`config.mk`:
```
export PLATFORM = sky130hd
export DESIGN_NAME = vc_test_check_sink
export DESIGN_NICKNAME = d
export VERILOG_FILES = /design/src/rtl/vc_test_check_sink.sv
export SDC_FILE = /design/constraint.sdc
export NUM_CORES = 1
export LEC_CHECK = 0
export BUFFER_PORTS_ARGS = -buffer_cell sky130_fd_sc_hd__buf_2
export CORE_MARGIN = 2
export CORE_UTILIZATION = 40
export CTS_BUF_LIST = sky130_fd_sc_hd__clkbuf_8
export DETAILED_ROUTE_END_ITERATION = 10
export PLACE_DENSITY = 0.81
export REMOVE_ABC_BUFFERS = 1
export SLEW_MARGIN = 20
export SYNTH_ARGS = -nofsm -noshare
export SYNTH_HDL_FRONTEND = slang
export SYNTH_SLANG_ARGS = --single-unit
```
`constraint.sdc`:
```
create_clock -name clk -period 1.68 [get_ports clk]
set_clock_uncertainty 0.15 [all_clocks]
set_input_delay 0.336 -clock clk [delete_from_list [all_inputs] [get_ports clk]]
set_output_delay 0.336 -clock clk [all_outputs]
set_load 0.02 [all_outputs]
```
`src/rtl/vc_test_check_sink.sv`:
```
// Test sink: checks each accepted message against bench-loaded memory m[], with LFSR-driven random backpressure.
// Optional VC_TEST_CHECK_SINK_STOP_ON_ERR_EN: the first mismatch ends reception (enters DONE).
module vc_test_check_sink #(
  parameter int          p_msg_sz    = 8,
  parameter int          p_mem_sz    = 32,
  parameter int          p_max_delay = 0,
  parameter logic [15:0] p_seed      = 16'hACE1
) (
  input  logic                      clk,
  input  logic                      reset,
  input  logic                      val,
  output logic                      rdy,
  input  logic [p_msg_sz-1:0]       msg,
  input  logic [$clog2(p_mem_sz):0] num_msgs,
  output logic                      done,
  output logic [15:0]               num_recv,
  output logic [15:0]               num_errors
);
  localparam int AW = $clog2(p_mem_sz);
  localparam int NW = AW + 1;
  localparam int DW = $clog2(p_max_delay + 1) + 1;

  typedef enum logic [1:0] {RECV, WAIT, DONE} state_t;

  state_t              state_q, state_d;
  logic [NW-1:0]       idx_q, idx_d;
  logic [DW-1:0]       cnt_q, cnt_d;
  logic [15:0]         lfsr_q, lfsr_d;
  logic [15:0]         num_recv_q, num_recv_d;
  logic [15:0]         num_errors_q, num_errors_d;
  logic                rdy_q, rdy_d;
  logic                done_q, done_d;
  logic [p_msg_sz-1:0] m [0:p_mem_sz-1];

  logic                xfer;
  logic                mismatch;
  logic                last;
  logic                stop_err;
  logic [DW-1:0]       dly_load;

  // rdy_q is the registered copy of (state == RECV), so val/msg never reach rdy combinationally
  assign xfer     = val && rdy_q && (state_q == RECV);
  assign mismatch = xfer && (msg != m[idx_q[AW-1:0]]);
  assign last     = ((idx_q + NW'(1)) == num_msgs);
  assign dly_load = DW'(32'(lfsr_q) % (p_max_delay + 1));
  assign lfsr_d   = {1'b0, lfsr_q[15:1]} ^ (lfsr_q[0] ? 16'hB400 : 16'h0000);

`ifdef VC_TEST_CHECK_SINK_STOP_ON_ERR_EN
  assign stop_err = mismatch;
`else
  assign stop_err = 1'b0;
`endif

  always_ff @(posedge clk or negedge reset) begin
    if (!reset) begin
      state_q <= RECV;
    end else begin
      state_q <= state_d;
    end
  end

  always_comb begin
    state_d = state_q;
    cnt_d   = cnt_q;
    case (state_q)
      RECV: begin
        if (num_msgs == '0) begin
          state_d = DONE;
        end else if (xfer) begin
          if (last || stop_err) begin
            state_d = DONE;
          end else begin
            cnt_d   = dly_load;
            state_d = (dly_load != '0) ? WAIT : RECV;
          end
        end
      end
      WAIT: begin
        cnt_d = cnt_q - DW'(1);
        if (cnt_q == DW'(1)) state_d = RECV;
      end
      DONE:    state_d = DONE;
      default: state_d = RECV;
    endcase
  end

  always_comb begin
    rdy_d  = (state_d == RECV);
    done_d = (state_d == DONE);
  end

  always_comb begin
    idx_d        = idx_q;
    num_recv_d   = num_recv_q;
    num_errors_d = num_errors_q;
    if (xfer) begin
      idx_d      = idx_q + NW'(1);
      num_recv_d = num_recv_q + 16'd1;
      if (mismatch && (num_errors_q != 16'hFFFF)) num_errors_d = num_errors_q + 16'd1;
    end
  end

  always_ff @(posedge clk or negedge reset) begin
    if (!reset) begin
      idx_q        <= '0;
      cnt_q        <= '0;
      lfsr_q       <= p_seed;
      num_recv_q   <= '0;
      num_errors_q <= '0;
      rdy_q        <= 1'b0;
      done_q       <= 1'b0;
    end else begin
      idx_q        <= idx_d;
      cnt_q        <= cnt_d;
      lfsr_q       <= lfsr_d;
      num_recv_q   <= num_recv_d;
      num_errors_q <= num_errors_d;
      rdy_q        <= rdy_d;
      done_q       <= done_d;
    end
  end

  assign rdy        = rdy_q;
  assign done       = done_q;
  assign num_recv   = num_recv_q;
  assign num_errors = num_errors_q;

endmodule

```
==> impl_metrics.tcl <==
set metrics [dict create \
    hold_path_end "done$_DFF_PN0_" \
    critPathArrivalTime_ns 1.82 \
    seq_area_frac_synth_pct 46.59 \
    layout_setup_ws_ns -0.08082 \
    cp-start-kind "flop" \
    min_period_over_period_pct 104.8 \
    clk_latency_ns 0.28 \
    required_ns 1.74 \
    cp-end-kind "flop" \
    numCtsBuffers 3 \
    synth_edf_count 0 \
    core_area_sq_um 3416 \
    power_mw 2.874 \
    worstHoldPathCells 4 \
    grt_pass1_vias 1094 \
    violations "setup timing" \
    cts-htree-levels 1 \
    rows 21 \
    hold_viol_final 0 \
    nets 201 \
    synth_cell_types 33 \
    r2r_slack_ns -0.08 \
    tritoncts "yes" \
    powerDensity_nw_per_um2 1478 \
    crit_chain "ha_4 -> xnor2_1 -> nand3_2 -> o31a_1 -> o21ai_1" \
    viasPerCell 4.670 \
    p_leak_nw 0.9353 \
    grt_pass1_wl_microns 5037 \
    critPathBufInv 0 \
    crit_type "flop to flop" \
    cp_slowest_cell "dfrtp_1" \
    drive_above_1_share_pct 44.75 \
    clock.fmax_mhz 567.9 \
    io_buffers 26 \
    wl_per_cell_microns 13.52 \
    dieArea_sq_um 4123 \
    wl_microns 3069 \
    fp.dieH_microns 64.21 \
    antenna_left 0 \
    rr_startpoint "idx_q[0]$_DFFE_PN0P_" \
    worst_r2r_endpoint "cnt_q$_DFFE_PN0P_" \
    num_vias 1060 \
    drt-initial-drc-count 31 \
    clk_path_buf_depth 2 \
    start_util_pct 42.45 \
    grt_usage_pct 15.63 \
    rsz0062_at_grt "yes" \
    hpwl_microns 1971 \
    tightestPinTransition_ns 0.5812 \
    worst-path-max-fanout 3 \
    yosysWarnings 0 \
    syn-cell-area_sq_um 1450 \
    syn_avg_cell_area_sq_um 10.99 \
    hp-class "input pin to flop" \
    async_reset_ff_share_pct 100.0 \
    outcome "complete, but fails checks" \
    hold_ws_ns 0.3225 \
    num_io_pins 51 \
    antennaDiodeCount 0 \
    vdd.ir_drop.worst_mv 0.8411 \
    worstRegToRegCells 5 \
    max_slew_margin_pct 61.25 \
    synth_seq_cells 27 \
    hold_start "num_msgs[0]" \
    area_growth_pct 34.08 \
    first_pass_iters 4 \
    path_clk_slew_ns 0.10 \
    slew_viol_final 0 \
    die_w_microns 64.21 \
    route.detailed.drc 0 \
    place_congestion 0.7419 \
    cpPeakStageDelay_ns 0.43 \
    clock-sinks 27 \
    overflow 0 \
    fillerInstances 326 \
    cts_root_buffer "clkbuf_8" \
    synthFlopType "dfrtp_1" \
    maxCapViolCount 0 \
    setup_viol 3 \
    grt_max_degree 28 \
    antenna_found_initial 0 \
    startpoint "idx_q[0]$_DFFE_PN0P_" \
    crit_family "compound AO/OA/AOI/OAI gates" \
    fin_crit_ns 1.761 \
    netlist_instances 132 \
]
==> registers in the layout, summed over array words and instances (netlist names) <==
| name | cells |
|---|---|
| idx_q | 6 |
| num_recv | 16 |
| done | 1 |
| state_q | 2 |
| rdy | 1 |
| cnt_q | 1 |
==> tightest hold or removal path, stage by stage <==
cell and delay (ns):
buf_2 0.10, xor2_1 0.07, nand3_2 0.12, o41ai_2 0.08
==> cells in the mapped netlist, drive strengths merged (2+ instances only) <==
master  instances  area share, %
mux2            2            1.6
or2             2           0.86
ha              2            1.7
xor2            8            4.8
nor2            7            2.2
nand2b          2           0.86
a21oi           3            1.0
nand3           7            2.4
buf            18            9.1
and3            3            1.3
nor3            2            1.0
xnor2          19             11
nand4           7            4.1
o41ai           2            2.5
dfrtp          27             47
nand2           8            2.1
o21ai           2           0.69
==> placed cells by master (no fill, tap or decap), types with 4 or more instances in the layout <==
cell type and instances:
xor2_1 7, nand4_1 6, buf_4 17, buf_6 4, nand2_1 7, conb_1 16, dfrtp_1 26, xnor2_1 16
nand3_1 4, buf_2 26
==> logic make-up (layout without fill, tap and decap cells) <==
kind of cell | Yosys count | after routing | share of synthesized area (%)
muxes | 2 | 2 | 1.553
other | 1 | 16 | 0.2586
DFF | 27 | 27 | 46.59
and+or+nand+nor | 44 | 44 | 17.86
buffers and inverters | 19 | 53 | 9.404
xor gates and xnor gates | 27 | 27 | 16.31
adders and majority gates | 2 | 2 | 1.725
AOI/OAI and AO/OA | 10 | 10 | 6.299
==> how the worst max path moves through the flow <==
stage / end / slack [ns] / cells after the start
after global routing: cnt_q$_DFFE_PN0P_ / -0.16 / 5
after global placement: cnt_q$_DFFE_PN0P_ / -0.14 / 6
after CTS: cnt_q$_DFFE_PN0P_ / -0.06 / 6
final: cnt_q$_DFFE_PN0P_ / -0.08 / 5
after floorplan: num_recv[13]$_DFFE_PN0P_ / -1.34 / 5
after detailed placement: cnt_q$_DFFE_PN0P_ / -0.18 / 6
==> final cells by class <==
cell class | count | area (sq um) | share of cell area (%)
clock buffer | 3 | 41.29 | 2.124
sequential | 27 | 676.9 | 34.81
timing repair buffer | 48 | 312.8 | 16.09
inverter | 1 | 3.754 | 0.1931
tap | 46 | 57.56 | 2.960
multi-input combinational | 101 | 847.1 | 43.57
clock inverter | 1 | 5.005 | 0.2574
==> power by group <==
group / total, mW / internal (mW) / leakage [nW] / switching, mW
clock: 0.375 / 0.166 / 0.0255 / 0.208
combinational: 1.50 / 0.737 / 0.566 / 0.758
sequential: 1.00 / 0.830 / 0.343 / 0.175
total: 2.87 / 1.73 / 0.935 / 1.14
==> repair_timing <==
item                                    in CTS  in global routing
gates resized for setup                     17                 16
pin swaps                                   11                 14
hold buffers                                 1                  0
endpoints found under the hold margin       27                  0
endpoints found under the setup margin      12                 17
setup buffers                                5                  4
==> per-layer routing <==
layer	global-route usage [%]	vias up	share of wire [%]
li1	-	515	-
met1	18.97	496	40
met2	27.34	43	51
met3	4.401	6	6.5
met4	3.723	0	2.0
met5	0	-	0
==> metrics by stage <==
stage	cell area, sq um	setup TNS (ns)	util (%)	worst slack (ns)	cells
6_report	1944	-0.1552	56.92	-0.08082	227
5_1_grt	1944	-1.311	56.92	-0.1608	227
4_1_cts	1828	-0.07583	53.52	-0.05947	223
3_5_place_dp	1665	-0.5861	48.75	-0.1794	214
3_3_place_gp	1665	-0.3447	48.75	-0.1395	214
2_1_floorplan	1374	-24.10	-	-1.337	129
Note: power is estimated with default switching activity, not from simulation.
